$ cat config.mk
export PLATFORM = sky130hd
export DESIGN_NAME = if_stage
export DESIGN_NICKNAME = d
export VERILOG_FILES = /design/src/rtl/if_stage_pkg.sv /design/src/rtl/if_stage_if_id_reg.sv /design/src/rtl/if_stage.sv
export SDC_FILE = /design/constraint.sdc
export NUM_CORES = 1
export LEC_CHECK = 0
export BUFFER_PORTS_ARGS = -buffer_cell sky130_fd_sc_hd__buf_2
export CAP_MARGIN = 30
export CORE_MARGIN = 1.5
export CORE_UTILIZATION = 30
export DETAILED_ROUTE_END_ITERATION = 7
export PLACE_DENSITY = 0.55
export SETUP_SLACK_MARGIN = 0.02
export SYNTH_ARGS = -nofsm -noshare
export SYNTH_HDL_FRONTEND = slang
export SYNTH_SLANG_ARGS = --single-unit
$ cat constraint.sdc
create_clock -name clk -period 4.3 [get_ports clk]
set_clock_uncertainty 0.2 [all_clocks]
set_input_delay 0.43 -clock clk [delete_from_list [all_inputs] [get_ports clk]]
set_output_delay 0.43 -clock clk [all_outputs]
set_load 0.02 [all_outputs]
$ cat src/rtl/if_stage_pkg.sv
// Shared definitions for the instruction-fetch stage.
//   PC_W      : width of the program counter and instruction word
//   OP_*      : primary opcodes (instr[31:26]) the fetch stage resolves itself
//   NOP_WORD  : word loaded into IF/ID when the slot is squashed
//   pc_sel_e  : next-PC source chosen each cycle
package if_stage_pkg;

    localparam int PC_W = 32;

    localparam logic [5:0] OP_J   = 6'h02;
    localparam logic [5:0] OP_JAL = 6'h03;
    localparam logic [5:0] OP_BEQ = 6'h04;
    localparam logic [5:0] OP_BNE = 6'h05;

    localparam logic [PC_W-1:0] NOP_WORD = 32'h0000_0000;

    typedef enum logic [1:0] {
        PC_SEQ    = 2'd0,
        PC_BRANCH = 2'd1,
        PC_JUMP   = 2'd2,
        PC_HOLD   = 2'd3
    } pc_sel_e;

    // Unconditional control transfers (target from the 26-bit index field).
    function automatic logic is_jump_op(input logic [5:0] op);
        return (op == OP_J) || (op == OP_JAL);
    endfunction

endpackage

$ cat src/rtl/if_stage_if_id_reg.sv
// IF/ID pipeline register.
//   clk_i, reset_i       : clock, asynchronous active-high reset
//   hold_i               : keep current contents (takes precedence over clear_i)
//   clear_i              : squash the slot (NOP, pc_plus4 = 0, valid = 0)
//   instr_i, pc_plus4_i  : fetched word and its fall-through address
//   instr_o, pc_plus4_o, valid_o : registered slot contents
module if_id_reg
    import if_stage_pkg::*;
(
    input  logic            clk_i,
    input  logic            reset_i,
    input  logic            hold_i,
    input  logic            clear_i,
    input  logic [PC_W-1:0] instr_i,
    input  logic [PC_W-1:0] pc_plus4_i,
    output logic [PC_W-1:0] instr_o,
    output logic [PC_W-1:0] pc_plus4_o,
    output logic            valid_o
);

    logic [PC_W-1:0] instr_q, instr_d;
    logic [PC_W-1:0] pc_plus4_q, pc_plus4_d;
    logic            valid_q, valid_d;

    always_comb begin
        instr_d    = instr_q;
        pc_plus4_d = pc_plus4_q;
        valid_d    = valid_q;
        if (!hold_i) begin
            if (clear_i) begin
                instr_d    = NOP_WORD;
                pc_plus4_d = '0;
                valid_d    = 1'b0;
            end else begin
                instr_d    = instr_i;
                pc_plus4_d = pc_plus4_i;
                valid_d    = 1'b1;
            end
        end
    end

    always_ff @(posedge clk_i or posedge reset_i) begin
        if (reset_i) begin
            instr_q    <= NOP_WORD;
            pc_plus4_q <= '0;
            valid_q    <= 1'b0;
        end else begin
            instr_q    <= instr_d;
            pc_plus4_q <= pc_plus4_d;
            valid_q    <= valid_d;
        end
    end

    assign instr_o    = instr_q;
    assign pc_plus4_o = pc_plus4_q;
    assign valid_o    = valid_q;

endmodule

$ cat src/rtl/if_stage.sv
// Instruction-fetch stage with branch/jump resolution in ID.
//   clk, reset      : clock, asynchronous active-high reset (PC <- RESET_PC)
//   stall           : freeze PC and IF/ID
//   equal           : rs == rt comparison for the instruction in ID
//   imem_rdata      : instruction word at imem_addr (combinational memory)
//   imem_addr       : current PC
//   instr_id, pc_plus4_id, valid_id : IF/ID slot
//   redirect        : taken branch or jump in ID this cycle
// Next-PC priority: stall > redirect > sequential. A redirect squashes the
// single instruction fetched down the fall-through path; no delay slot.
module if_stage
    import if_stage_pkg::*;
#(
    parameter logic [PC_W-1:0] RESET_PC = 32'h0000_0000
) (
    input  logic            clk,
    input  logic            reset,
    input  logic            stall,
    input  logic            equal,
    input  logic [PC_W-1:0] imem_rdata,
    output logic [PC_W-1:0] imem_addr,
    output logic [PC_W-1:0] instr_id,
    output logic [PC_W-1:0] pc_plus4_id,
    output logic            valid_id,
    output logic            redirect
);

    logic [PC_W-1:0] pc_q, pc_d;
    logic [PC_W-1:0] pc_plus4_f;
    logic [PC_W-1:0] branch_target;
    logic [PC_W-1:0] jump_target;
    logic [5:0]      opcode;
    logic            jump_taken;
    logic            branch_taken;
    pc_sel_e         pc_sel;

    always_comb begin
        opcode       = instr_id[31:26];
        jump_taken   = is_jump_op(opcode);
        branch_taken = ((opcode == OP_BEQ) &&  equal) ||
                       ((opcode == OP_BNE) && !equal);
        // A squashed slot may still carry stale opcode bits in principle;
        // valid_id gates it so only real instructions redirect.
        redirect     = valid_id && (jump_taken || branch_taken);

        pc_plus4_f    = pc_q + 32'd4;
        branch_target = pc_plus4_id + {{14{instr_id[15]}}, instr_id[15:0], 2'b00};
        jump_target   = {pc_plus4_id[31:28], instr_id[25:0], 2'b00};

        if (stall) begin
            pc_sel = PC_HOLD;
        end else if (redirect) begin
            pc_sel = jump_taken ? PC_JUMP : PC_BRANCH;
        end else begin
            pc_sel = PC_SEQ;
        end

        case (pc_sel)
            PC_HOLD:   pc_d = pc_q;
            PC_BRANCH: pc_d = branch_target;
            PC_JUMP:   pc_d = jump_target;
            default:   pc_d = pc_plus4_f;
        endcase
    end

    always_ff @(posedge clk or posedge reset) begin
        if (reset) begin
            pc_q <= RESET_PC;
        end else begin
            pc_q <= pc_d;
        end
    end

    assign imem_addr = pc_q;

    // Hold wins over clear inside the register, so a redirect seen during
    // a stall is simply re-evaluated on the first free edge.
    if_id_reg u_if_id (
        .clk_i      (clk),
        .reset_i    (reset),
        .hold_i     (stall),
        .clear_i    (redirect),
        .instr_i    (imem_rdata),
        .pc_plus4_i (pc_plus4_f),
        .instr_o    (instr_id),
        .pc_plus4_o (pc_plus4_id),
        .valid_o    (valid_id)
    );

endmodule

==> impl_metrics.py, run 1 <==
metrics = {
    "floorplanning": {
        "fp.dieArea_um2": 22610,
        "core_area_um2": 21150,
        "initial_core_util": 0.3079,
        "std_cell_rows": 53,
        "die_y_um": 150.4,
        "io_pins": 134,
        "die_x_um": 150.4,
    },
    "worst_hold_path": {
        "hold_class": "in -> reg",
    },
    "yosys": {
        "synth_edf_count": 0,
        "synth.avg_cell_area_um2": 8.092,
        "synthMuxAreaShare": 0.01345,
        "synth_fa_ha_area_frac": 0.06646,
        "ys_ff_latch": 97,
        "synthDistinctLibCells": 60,
        "synth_area_um2": 6514,
        "yosys_warnings": 0,
        "async_flop_share": 1.000,
        "syn_inst": 805,
        "synth_compound_area_frac": 0.2272,
        "synth_xor_area_frac": 0.06589,
        "synth_nets": 875,
        "synth-simple-area-share": 0.2132,
        "synth_top_family_by_area": "compound AO/OA/AOI/OAI gates",
        "synthFlopType": "dfrtp_1",
        "yosysSeqAreaShare": 0.3726,
    },
    "layout": {
        "final_util": 0.3698,
        "area_growth_pct": 20.11,
        "nets": 990,
        "drive_gt1_frac": 0.1935,
        "final-instance-count-excl-fill": 1201,
        "nFillCells": 2216,
    },
    "placed_design": {
        "placed_cells": 1182,
        "routabilityCongestion": 0.8722,
        "portBuffers": 133,
        "detailedPlacementHpwl_um": 15340,
    },
    "cts": {
        "post-cts-setup-buffers": 0,
        "clk_pin_slew_ns": 0.07,
        "numCtsBuffers": 9,
        "cts.root.buffer_cell": "clkbuf_16",
        "ctsHtreeMaxLevel": 3,
        "cts_resized": 0,
        "insertion_delay_ns": 0.36,
        "cts_tree": "built",
        "clock_sinks": 97,
        "cts_buffer_depth": 2,
    },
    "sta": {
        "tns_ns": 0,
        "timing.fmax_mhz": 290.8,
        "fin_crit_sh": 0.7996,
        "finalSetupViolations": 0,
        "worst_pin_slew_ns": 0.8335,
        "slew_violations": 0,
        "rsz0062_at_grt": "false",
        "min_period_ns": 3.438,
        "finalHoldViolCount": 0,
        "relSlewSlack": 0.4444,
    },
    "route": {
        "ant_nets": 0,
        "vias_per_cell": 5.187,
        "drt_pass1_iterations": 5,
        "drc": 0,
        "num_vias": 6230,
        "dr.first_iter.drc_count": 417,
        "wl_per_cell_um": 17.22,
        "drt_wl_total_um": 20680,
    },
    "power": {
        "p_leak_nw": 3.610,
        "power_density_nw_per_um2": 550.0,
        "vdd_drop_max_v": 0.0002174,
    },
    "setup_path": {
        "worst_setup_path_start_kind": "register",
        "cpPeakStageDelay_ns": 0.69,
        "path_class": "reg -> reg",
        "arrival_ns": 3.48,
        "worstPathRequired_ns": 4.34,
        "cp-end-kind": "register",
        "path_cells": "nor4b_1 -> a21o_1 -> ha_1 -> clkinv_1 -> a221oi_1 -> a31oi_1 -> o22a_1",
        "cp_max_fo": 18,
        "cp_slowest_cell": "nor4b_1",
    },
    "grt": {
        "grt_usage": 0.1896,
        "grt_overflow": 0,
        "grt_max_degree": 86,
        "antenna_found_initial": 1,
        "grt_first_pass_wirelength_um": 32690,
        "grt_pass1_vias": 5809,
    },
    "flow_run": {
        "drv_cap": 0,
    },
    "status": {
        "status": "finished clean",
    },
}
-- timing repair --
| action | 4_1_cts | 5_1_grt |
|---|---|---|
| endpoints found under the hold margin | 0 | 20 |
| setup endpoints to repair | 0 | 0 |
| hold buffers | 0 | 1 |
-- metal layers --
metal	vias to the layer above	routed length, um	track usage
li1	3102	-	-
met1	2944	9587	0.2593
met2	165	9414	0.2991
met3	19	1351	0.04061
met4	0	325	0.05735
met5	-	0	0
-- layout make-up --
type | count | area (um^2) | share of cell area
timing repair buffer | 150 | 818.3 | 0.1046
multi-input combinational | 639 | 3830 | 0.4895
antenna | 1 | 2.502 | 0.0003198
tap | 275 | 344.1 | 0.04398
clock inverter | 5 | 80.08 | 0.01024
sequential | 97 | 2427 | 0.3103
inverter | 23 | 88.84 | 0.01135
clock buffer | 11 | 232.7 | 0.02975
-- worst paths after layout --
check / start / end / slack [ns] / cells past startpoint
max in group asynchronous: reset / u_if_id.pc_plus4_o[17] / 2.69 / 5
worst min register to register: u_if_id.pc_plus4_o[0] / u_if_id.pc_plus4_o[0] / 0.32 / 2
worst min-delay path: imem_rdata[2] / u_if_id.instr_o[2] / 0.10 / 3
worst max register to register: u_if_id.instr_o[29] / imem_addr[11] / 0.86 / 7
min in group asynchronous: reset / imem_addr[1] / 0.28 / 3
worst max-delay path: u_if_id.instr_o[29] / imem_addr[11] / 0.86 / 7
-- cells in the mapped netlist (3+ instances only) --
master / instances / area share
nand2_1: 162 / 0.093
a221oi_1: 16 / 0.022
ha_1: 33 / 0.063
nor2_1: 47 / 0.027
inv_1: 22 / 0.013
nand2b_1: 7 / 0.0067
o31ai_1: 16 / 0.018
or3_1: 4 / 0.0038
nor3b_1: 5 / 0.0058
and3_1: 9 / 0.0086
buf_1: 3 / 0.0017
clkbuf_1: 41 / 0.024
nor3_1: 11 / 0.0085
nand3_1: 28 / 0.022
nor2b_1: 7 / 0.0067
a31oi_1: 5 / 0.0048
a21oi_1: 55 / 0.042
xor2_1: 16 / 0.022
o21bai_1: 3 / 0.0035
a21o_1: 9 / 0.010
xnor2_1: 33 / 0.044
o21ai_0: 105 / 0.081
o21a_1: 6 / 0.0069
nand4_1: 7 / 0.0067
dfrtp_1: 97 / 0.37
mux2_2: 6 / 0.010
o22ai_1: 10 / 0.0096
-- report_power, final --
part	switching [mW]	total, mW	internal, mW
registers	0.341	1.48	1.14
logic	1.19	1.94	0.749
clock network	0.372	0.882	0.510
total	1.91	4.30	2.40
-- cell usage in the layout, fill, tap and decap left out, types with 5 or more instances in the layout --
master | netlist | layout
nand2_1 | 162 | 162
buf_2 | 1 | 132
o21ai_0 | 105 | 104
dfrtp_1 | 97 | 97
a21oi_1 | 55 | 55
nor2_1 | 47 | 47
xnor2_1 | 33 | 33
ha_1 | 33 | 33
nand3_1 | 28 | 28
inv_1 | 22 | 21
xor2_1 | 16 | 16
a221oi_1 | 16 | 16
o31ai_1 | 16 | 16
buf_4 | 0 | 16
nor3_1 | 11 | 11
o22ai_1 | 10 | 10
and3_1 | 9 | 9
a21o_1 | 9 | 9
clkbuf_16 | 0 | 9
nand4_1 | 7 | 7
nand2b_1 | 7 | 7
nor2b_1 | 7 | 7
o21a_1 | 6 | 6
mux2_2 | 6 | 6
a31oi_1 | 5 | 5
nor3b_1 | 5 | 5
-- flip-flops by register name, summed over array words and instances, names as in the netlist --
| name | cells |
|---|---|
| u_if_id.pc_plus4_o | 32 |
| u_if_id.valid_o | 1 |
| imem_addr | 32 |
| u_if_id.instr_o | 32 |
-- metrics by stage --
stage	instance area, um^2	worst slack (ns)	hold WS, ns	power [mW]
final	7824	0.8617	0.1042	4.303
after global routing	7821	0.4614	0.1103	4.630
after CTS	7784	0.8428	0.09107	4.338
after detailed placement	7471	0.8720	0.3052	3.440
after global placement	7471	0.9475	0.2926	3.433
after floorplan	6514	1.136	0.3660	2.798
-- cells by family (layout without fill, tap and decap cells) --
| group | count (synthesis) | after routing |
|---|---|---|
| multiplexers | 8 | 8 |
| AO/OA/AOI/OAI | 246 | 246 |
| other | 0 | 1 |
| adder cells (fa/ha/maj) | 34 | 34 |
| AND/OR/NAND/NOR | 302 | 302 |
| flip-flops | 97 | 97 |
| buffers and inverters | 69 | 189 |
| XOR/XNOR | 49 | 49 |
-- worst max-delay path: cells and delay by family, from the launching register on --
family          cells  cell delay, ns
compound gates      4            0.97
flops               1            0.40
buf+inv             1            0.65
simple gates        1            0.69
fa+ha+maj           1            0.41
Note: power is estimated with default switching activity, not from simulation.
==> inputs of run 2 (changes only) <==
--- a/config.mk
+++ b/config.mk
@@ -10,7 +10,7 @@
 export CORE_MARGIN = 1.5
 export CORE_UTILIZATION = 30
 export DETAILED_ROUTE_END_ITERATION = 7
-export PLACE_DENSITY = 0.55
+export PLACE_DENSITY = 0.57
 export SETUP_SLACK_MARGIN = 0.02
 export SYNTH_ARGS = -nofsm -noshare
 export SYNTH_HDL_FRONTEND = slang
==> constraint.sdc (replaced) <==
create_clock -name clk -period 3.08 [get_ports clk]
set_clock_uncertainty 0.2 [all_clocks]
set_input_delay 0.308 -clock clk [delete_from_list [all_inputs] [get_ports clk]]
set_output_delay 0.308 -clock clk [all_outputs]
set_load 0.02 [all_outputs]
==> run 2 against run 1 <==
Die area is the same. Wire length is 4.3% higher. Fmax up 18%. Clock power grew 37%. Critical path depth grew 4. Sequential cell count did not move. Power up 43%. Register-to-register slack got worse by 0.70 ns. Global-route usage grew 0.76 points. Count of clock-buffer cells in the layout grew 2. Highest routed layer unchanged.
==> impl_metrics.py, run 2 (synthesis results as in run 1) <==
metrics = {
    "status": {
        "status": "finished clean",
    },
    "power": {
        "pwr-share-comb": 0.474,
        "p_sw_mw": 2.703,
        "vdd_drop_max_v": 0.0003204,
        "clkPwrFrac": 0.197,
        "internal_power_mw": 3.465,
        "power_density_nw_per_um2": 734.6,
        "seqPwrFrac": 0.329,
        "p_leak_nw": 3.909,
        "power_switching_share": 0.4382,
    },
    "sta": {
        "rsz0062_at_grt": "false",
        "timing.fmax_mhz": 342.1,
        "fin_crit_sh": 0.9490,
        "slew_violations": 0,
        "finalHoldViolCount": 0,
        "min_period_ns": 2.923,
        "finalSetupViolations": 0,
        "relSlewSlack": 0.3402,
        "worst_pin_slew_ns": 0.9897,
        "worst_slack_ns": 0.1572,
        "tns_ns": 0,
        "timing.hold.ws_ns": 0.007792,
    },
    "cts": {
        "cts_tree": "built",
        "post-cts-setup-buffers": 0,
        "cts.root.buffer_cell": "clkbuf_16",
        "clock_sinks": 97,
        "ctsHtreeMaxLevel": 3,
        "clk_pin_slew_ns": 0.07,
        "cts_buffer_depth": 2,
        "numCtsBuffers": 9,
        "insertion_delay_ns": 0.35,
    },
    "placed_design": {
        "routabilityCongestion": 0.8932,
        "portBuffers": 133,
        "pre_cts_ws_ns": 0.003118,
        "detailedPlacementHpwl_um": 16200,
        "placed_cells": 1221,
    },
    "layout": {
        "area_growth_pct": 28.93,
        "antenna_cells": 0,
        "final_common_cell": "nand2_1",
        "nets": 1054,
        "final-instance-count-excl-fill": 1264,
        "layout_common_cells": "nand2_1, buf_2, o21ai_0, dfrtp_1, buf_4",
        "drive_gt1_frac": 0.2275,
    },
    "setup_path": {
        "path_class": "reg -> reg",
        "ff2ff_setup_slack_ns": 0.16,
        "worst_setup_path_start_kind": "register",
        "cp_max_fo": 6,
        "ff2ff_path_depth": 11,
        "worstPathRequired_ns": 3.11,
        "reg2reg_to": "imem_addr[29]",
        "reg2reg_from": "u_if_id.instr_o[15]",
        "arrival_ns": 2.95,
        "cp-end-kind": "register",
    },
    "floorplanning": {
        "core_area_um2": 21150,
        "fp.dieArea_um2": 22610,
        "initial_core_util": 0.3079,
        "die_y_um": 150.4,
        "die_x_um": 150.4,
        "std_cell_rows": 53,
        "io_pins": 134,
    },
    "grt": {
        "grt_usage": 0.1972,
        "grt_first_pass_wirelength_um": 34520,
        "grt_pass1_vias": 6237,
        "antenna_found_initial": 0,
        "grt_overflow": 0,
        "grt_max_degree": 109,
    },
    "route": {
        "wl_per_cell_um": 17.06,
        "ant_nets": 0,
        "drt_pass1_iterations": 5,
        "drc": 0,
        "num_vias": 6466,
        "drt_wl_total_um": 21570,
        "dr.first_iter.drc_count": 492,
        "vias_per_cell": 5.116,
    },
    "worst_hold_path": {
        "worstHoldEndpoint": "u_if_id.instr_o[17]",
        "min_from": "imem_rdata[17]",
        "whs_path_depth": 3,
        "hold_class": "in -> reg",
    },
    "flow_run": {
        "drv_cap": 0,
    },
}
-- run 2: worst max path at each step --
stage,end,slack (ns),cells after the start,startpoint
detailed placement,imem_addr[29],0.003,10,u_if_id.pc_plus4_o[6]
global placement,imem_addr[29],0.12,10,u_if_id.pc_plus4_o[6]
CTS,imem_addr[24],0.04,9,u_if_id.instr_o[26]
finish,imem_addr[29],0.16,11,u_if_id.instr_o[15]
floorplan,imem_addr[0],0.04,1,reset
global route,imem_addr[24],0.008,9,u_if_id.instr_o[26]
-- run 2: repair_timing --
action	4_1_cts	5_1_grt
pin swaps	0	2
hold buffers	27	0
setup endpoints to repair	1	25
endpoints found under the hold margin	57	0
gates resized for setup	1	10
-- run 2: critical path: stages, from the launching register on --
cell and delay (ns):
dfrtp_1 0.47, buf_4 0.21, ha_1 0.36, a21oi_1 0.26
nor2b_1 0.07, o21a_1 0.19, nor4_1 0.22, o41a_1 0.22
o41ai_2 0.08, xor2_1 0.16, a311oi_1 0.28, a221oi_1 0.08
-- run 2: power groups by stage --
stage          registers (mW)  clock network [mW]  logic (mW)
6_report                 2.03                1.21        2.92
5_1_grt                  2.09                1.29        3.25
4_1_cts                  2.04                1.24        2.90
3_5_place_dp             2.06                   0        2.86
3_3_place_gp             2.05                   0        2.85
2_1_floorplan            2.33                   0        1.58
-- run 2: layout make-up --
cell class	instances	area [um^2]
inverters	23	88.84
clock inverters	3	65.06
fillers	2172	12760
repair buffers	214	1356
flip-flops and latches	97	2427
clock buffers	13	240.2
well taps	275	344.1
multi-input cells	639	3876
-- run 2: metrics by stage --
step | util | total power [mW] | cell area, um^2
4_1_cts | 0.3950 | 6.182 | 8357
5_1_grt | 0.3970 | 6.631 | 8398
6_report | 0.3970 | 6.169 | 8398
3_5_place_dp | 0.3676 | 4.920 | 7776
3_3_place_gp | 0.3676 | 4.908 | 7776
2_1_floorplan | - | 3.906 | 6514
-- run 2: layer usage --
metal	vias to the layer above	part of all wire	GRT usage
li1	3224	-	-
met1	3030	0.47	0.2704
met2	193	0.46	0.3117
met3	19	0.059	0.03818
met4	0	0.017	0.06275
met5	-	0	0
==> inputs of run 3 (changes only) <==
--- a/config.mk
+++ b/config.mk
@@ -7,10 +7,10 @@
 export LEC_CHECK = 0
 export BUFFER_PORTS_ARGS = -buffer_cell sky130_fd_sc_hd__buf_2
 export CAP_MARGIN = 30
-export CORE_MARGIN = 1.5
+export CORE_MARGIN = 1
 export CORE_UTILIZATION = 30
 export DETAILED_ROUTE_END_ITERATION = 7
-export PLACE_DENSITY = 0.57
+export PLACE_DENSITY = 0.6
 export SETUP_SLACK_MARGIN = 0.02
 export SYNTH_ARGS = -nofsm -noshare
 export SYNTH_HDL_FRONTEND = slang
==> run 3 against run 2 <==
Worst setup slack lost 0.0013 ns. Die area shrank 1.3%. Non-clock buffer count down 5. Critical endpoint unchanged.
==> impl_metrics.py, run 3 (synthesis results as in run 1) <==
metrics = {
    "status": {
        "status": "finished clean",
    },
    "layout": {
        "nets": 1049,
        "layout_common_cells": "nand2_1, buf_2, o21ai_0, dfrtp_1, a21oi_1",
        "antenna_cells": 0,
        "area_growth_pct": 28.56,
        "final_common_cell": "nand2_1",
        "drive_gt1_frac": 0.2330,
    },
    "power": {
        "pwr-share-comb": 0.479,
        "clkPwrFrac": 0.190,
        "power_switching_share": 0.4446,
        "vdd_drop_max_v": 0.0002937,
        "p_total_mw": 6.143,
        "p_sw_mw": 2.731,
        "power_density_nw_per_um2": 733.6,
        "p_leak_nw": 3.894,
        "seqPwrFrac": 0.330,
        "internal_power_mw": 3.412,
    },
    "sta": {
        "min_period_ns": 2.924,
        "relSlewSlack": 0.4324,
        "tns_ns": 0,
        "timing.fmax_mhz": 342.0,
        "worst_pin_slew_ns": 0.8514,
        "finalHoldViolCount": 0,
        "slew_violations": 0,
        "finalSetupViolations": 0,
        "rsz0062_at_grt": "true",
        "fin_crit_sh": 0.9494,
    },
    "setup_path": {
        "worstPathRequired_ns": 3.10,
        "cp_slowest_cell": "dfrtp_1",
        "critPathBufInv": 1,
        "path_delay_family": "compound AO/OA/AOI/OAI gates",
        "path_class": "reg -> reg",
        "arrival_ns": 2.95,
        "path_cells": "buf_4 -> ha_1 -> a21oi_1 -> nor2b_1 -> o21a_1 -> nor4_1 -> o41a_1 -> o41ai_2 -> xor2_1 -> a311oi_1 -> a221oi_1",
        "worst_setup_path_start_kind": "register",
        "cp-end-kind": "register",
        "cpPeakStageDelay_ns": 0.48,
        "cp_max_fo": 6,
    },
    "placed_design": {
        "portBuffers": 133,
        "routabilityCongestion": 0.9033,
        "detailedPlacementHpwl_um": 16210,
    },
    "floorplanning": {
        "io_pins": 134,
        "die_y_um": 149.4,
        "initial_core_util": 0.3079,
        "die_x_um": 149.4,
        "std_cell_rows": 53,
        "fp.dieArea_um2": 22310,
        "core_area_um2": 21150,
    },
    "cts": {
        "ctsHtreeMaxLevel": 3,
        "cts_buffer_depth": 2,
        "clk_pin_slew_ns": 0.07,
        "cts_tree": "built",
        "insertion_delay_ns": 0.35,
        "numCtsBuffers": 9,
        "cts.root.buffer_cell": "clkbuf_16",
        "clock_sinks": 97,
    },
    "route": {
        "dr.first_iter.drc_count": 466,
        "drt_wl_total_um": 21620,
        "drc": 0,
        "num_vias": 6529,
        "drt_pass1_iterations": 5,
        "ant_nets": 0,
        "wl_per_cell_um": 17.18,
        "vias_per_cell": 5.190,
    },
    "flow_run": {
        "drv_cap": 0,
    },
    "grt": {
        "grt_max_degree": 96,
        "grt_overflow": 0,
        "grt_pass1_vias": 6272,
        "grt_first_pass_wirelength_um": 34640,
        "antenna_found_initial": 0,
        "grt_usage": 0.2001,
    },
    "worst_hold_path": {
        "hold_class": "in -> reg",
    },
}
## run 3: repair_timing
item,in CTS,in global routing
endpoints found under the setup margin,1,22
pin swaps,0,4
hold endpoints to repair,64,0
resized for setup,1,15
hold buffers,24,0
setup buffers,0,1
## run 3: final timing paths
kind                       slack [ns]  cells after the start               endpoint             startpoint
setup reg to reg                 0.16                     11          imem_addr[29]    u_if_id.instr_o[15]
hold reg to reg                  0.31                      2  u_if_id.pc_plus4_o[1]  u_if_id.pc_plus4_o[1]
max in group asynchronous        1.61                      4          imem_addr[22]                  reset
hold / removal                  0.008                      3    u_if_id.instr_o[30]         imem_rdata[30]
min in group asynchronous        0.36                      3  u_if_id.pc_plus4_o[5]                  reset
setup / recovery                 0.16                     11          imem_addr[29]    u_if_id.instr_o[15]
## run 3: layout make-up
| class | count | area, um^2 |
|---|---|---|
| clock buffer | 12 | 256.5 |
| clock inverter | 3 | 40.04 |
| fill | 2127 | 12780 |
| inverter | 23 | 92.59 |
| multi-input combinational | 639 | 3890 |
| sequential | 97 | 2427 |
| tap | 275 | 344.1 |
| timing repair buffer | 209 | 1324 |
## run 3: worst min-delay path, stage by stage
cell	delay, ns
buf_2	0.09
nand2_1	0.04
o21ai_0	0.07
## run 3: power groups by stage
| stage | Sequential (mW) | Combinational [mW] | Clock [mW] |
|---|---|---|---|
| finish | 2.03 | 2.94 | 1.17 |
| global placement | 2.04 | 2.86 | 0 |
| global route | 2.09 | 3.27 | 1.24 |
| CTS | 2.03 | 2.91 | 1.19 |
| detailed placement | 2.05 | 2.87 | 0 |
| floorplan | 2.33 | 1.58 | 0 |
## run 3: layer usage
metal | GRT usage | up-vias | share of wire
li1 | - | 3216 | -
met1 | 0.2768 | 3093 | 0.47
met2 | 0.3137 | 194 | 0.45
met3 | 0.04006 | 26 | 0.058
met4 | 0.05663 | 0 | 0.016
met5 | 0 | - | 0
## run 3: through the flow
step	utilization	cell area (um^2)	setup WS (ns)	std cells	hold slack, ns
5_1_grt	0.3959	8374	0.001814	1258	0.02978
4_1_cts	0.3929	8310	0.03382	1257	0.00003836
6_report	0.3959	8374	0.1558	1258	0.007648
3_5_place_dp	0.3671	7766	-0.01903	1218	0.2122
3_3_place_gp	0.3671	7766	0.1035	1218	0.2085
2_1_floorplan	-	6514	0.03828	805	0.2440
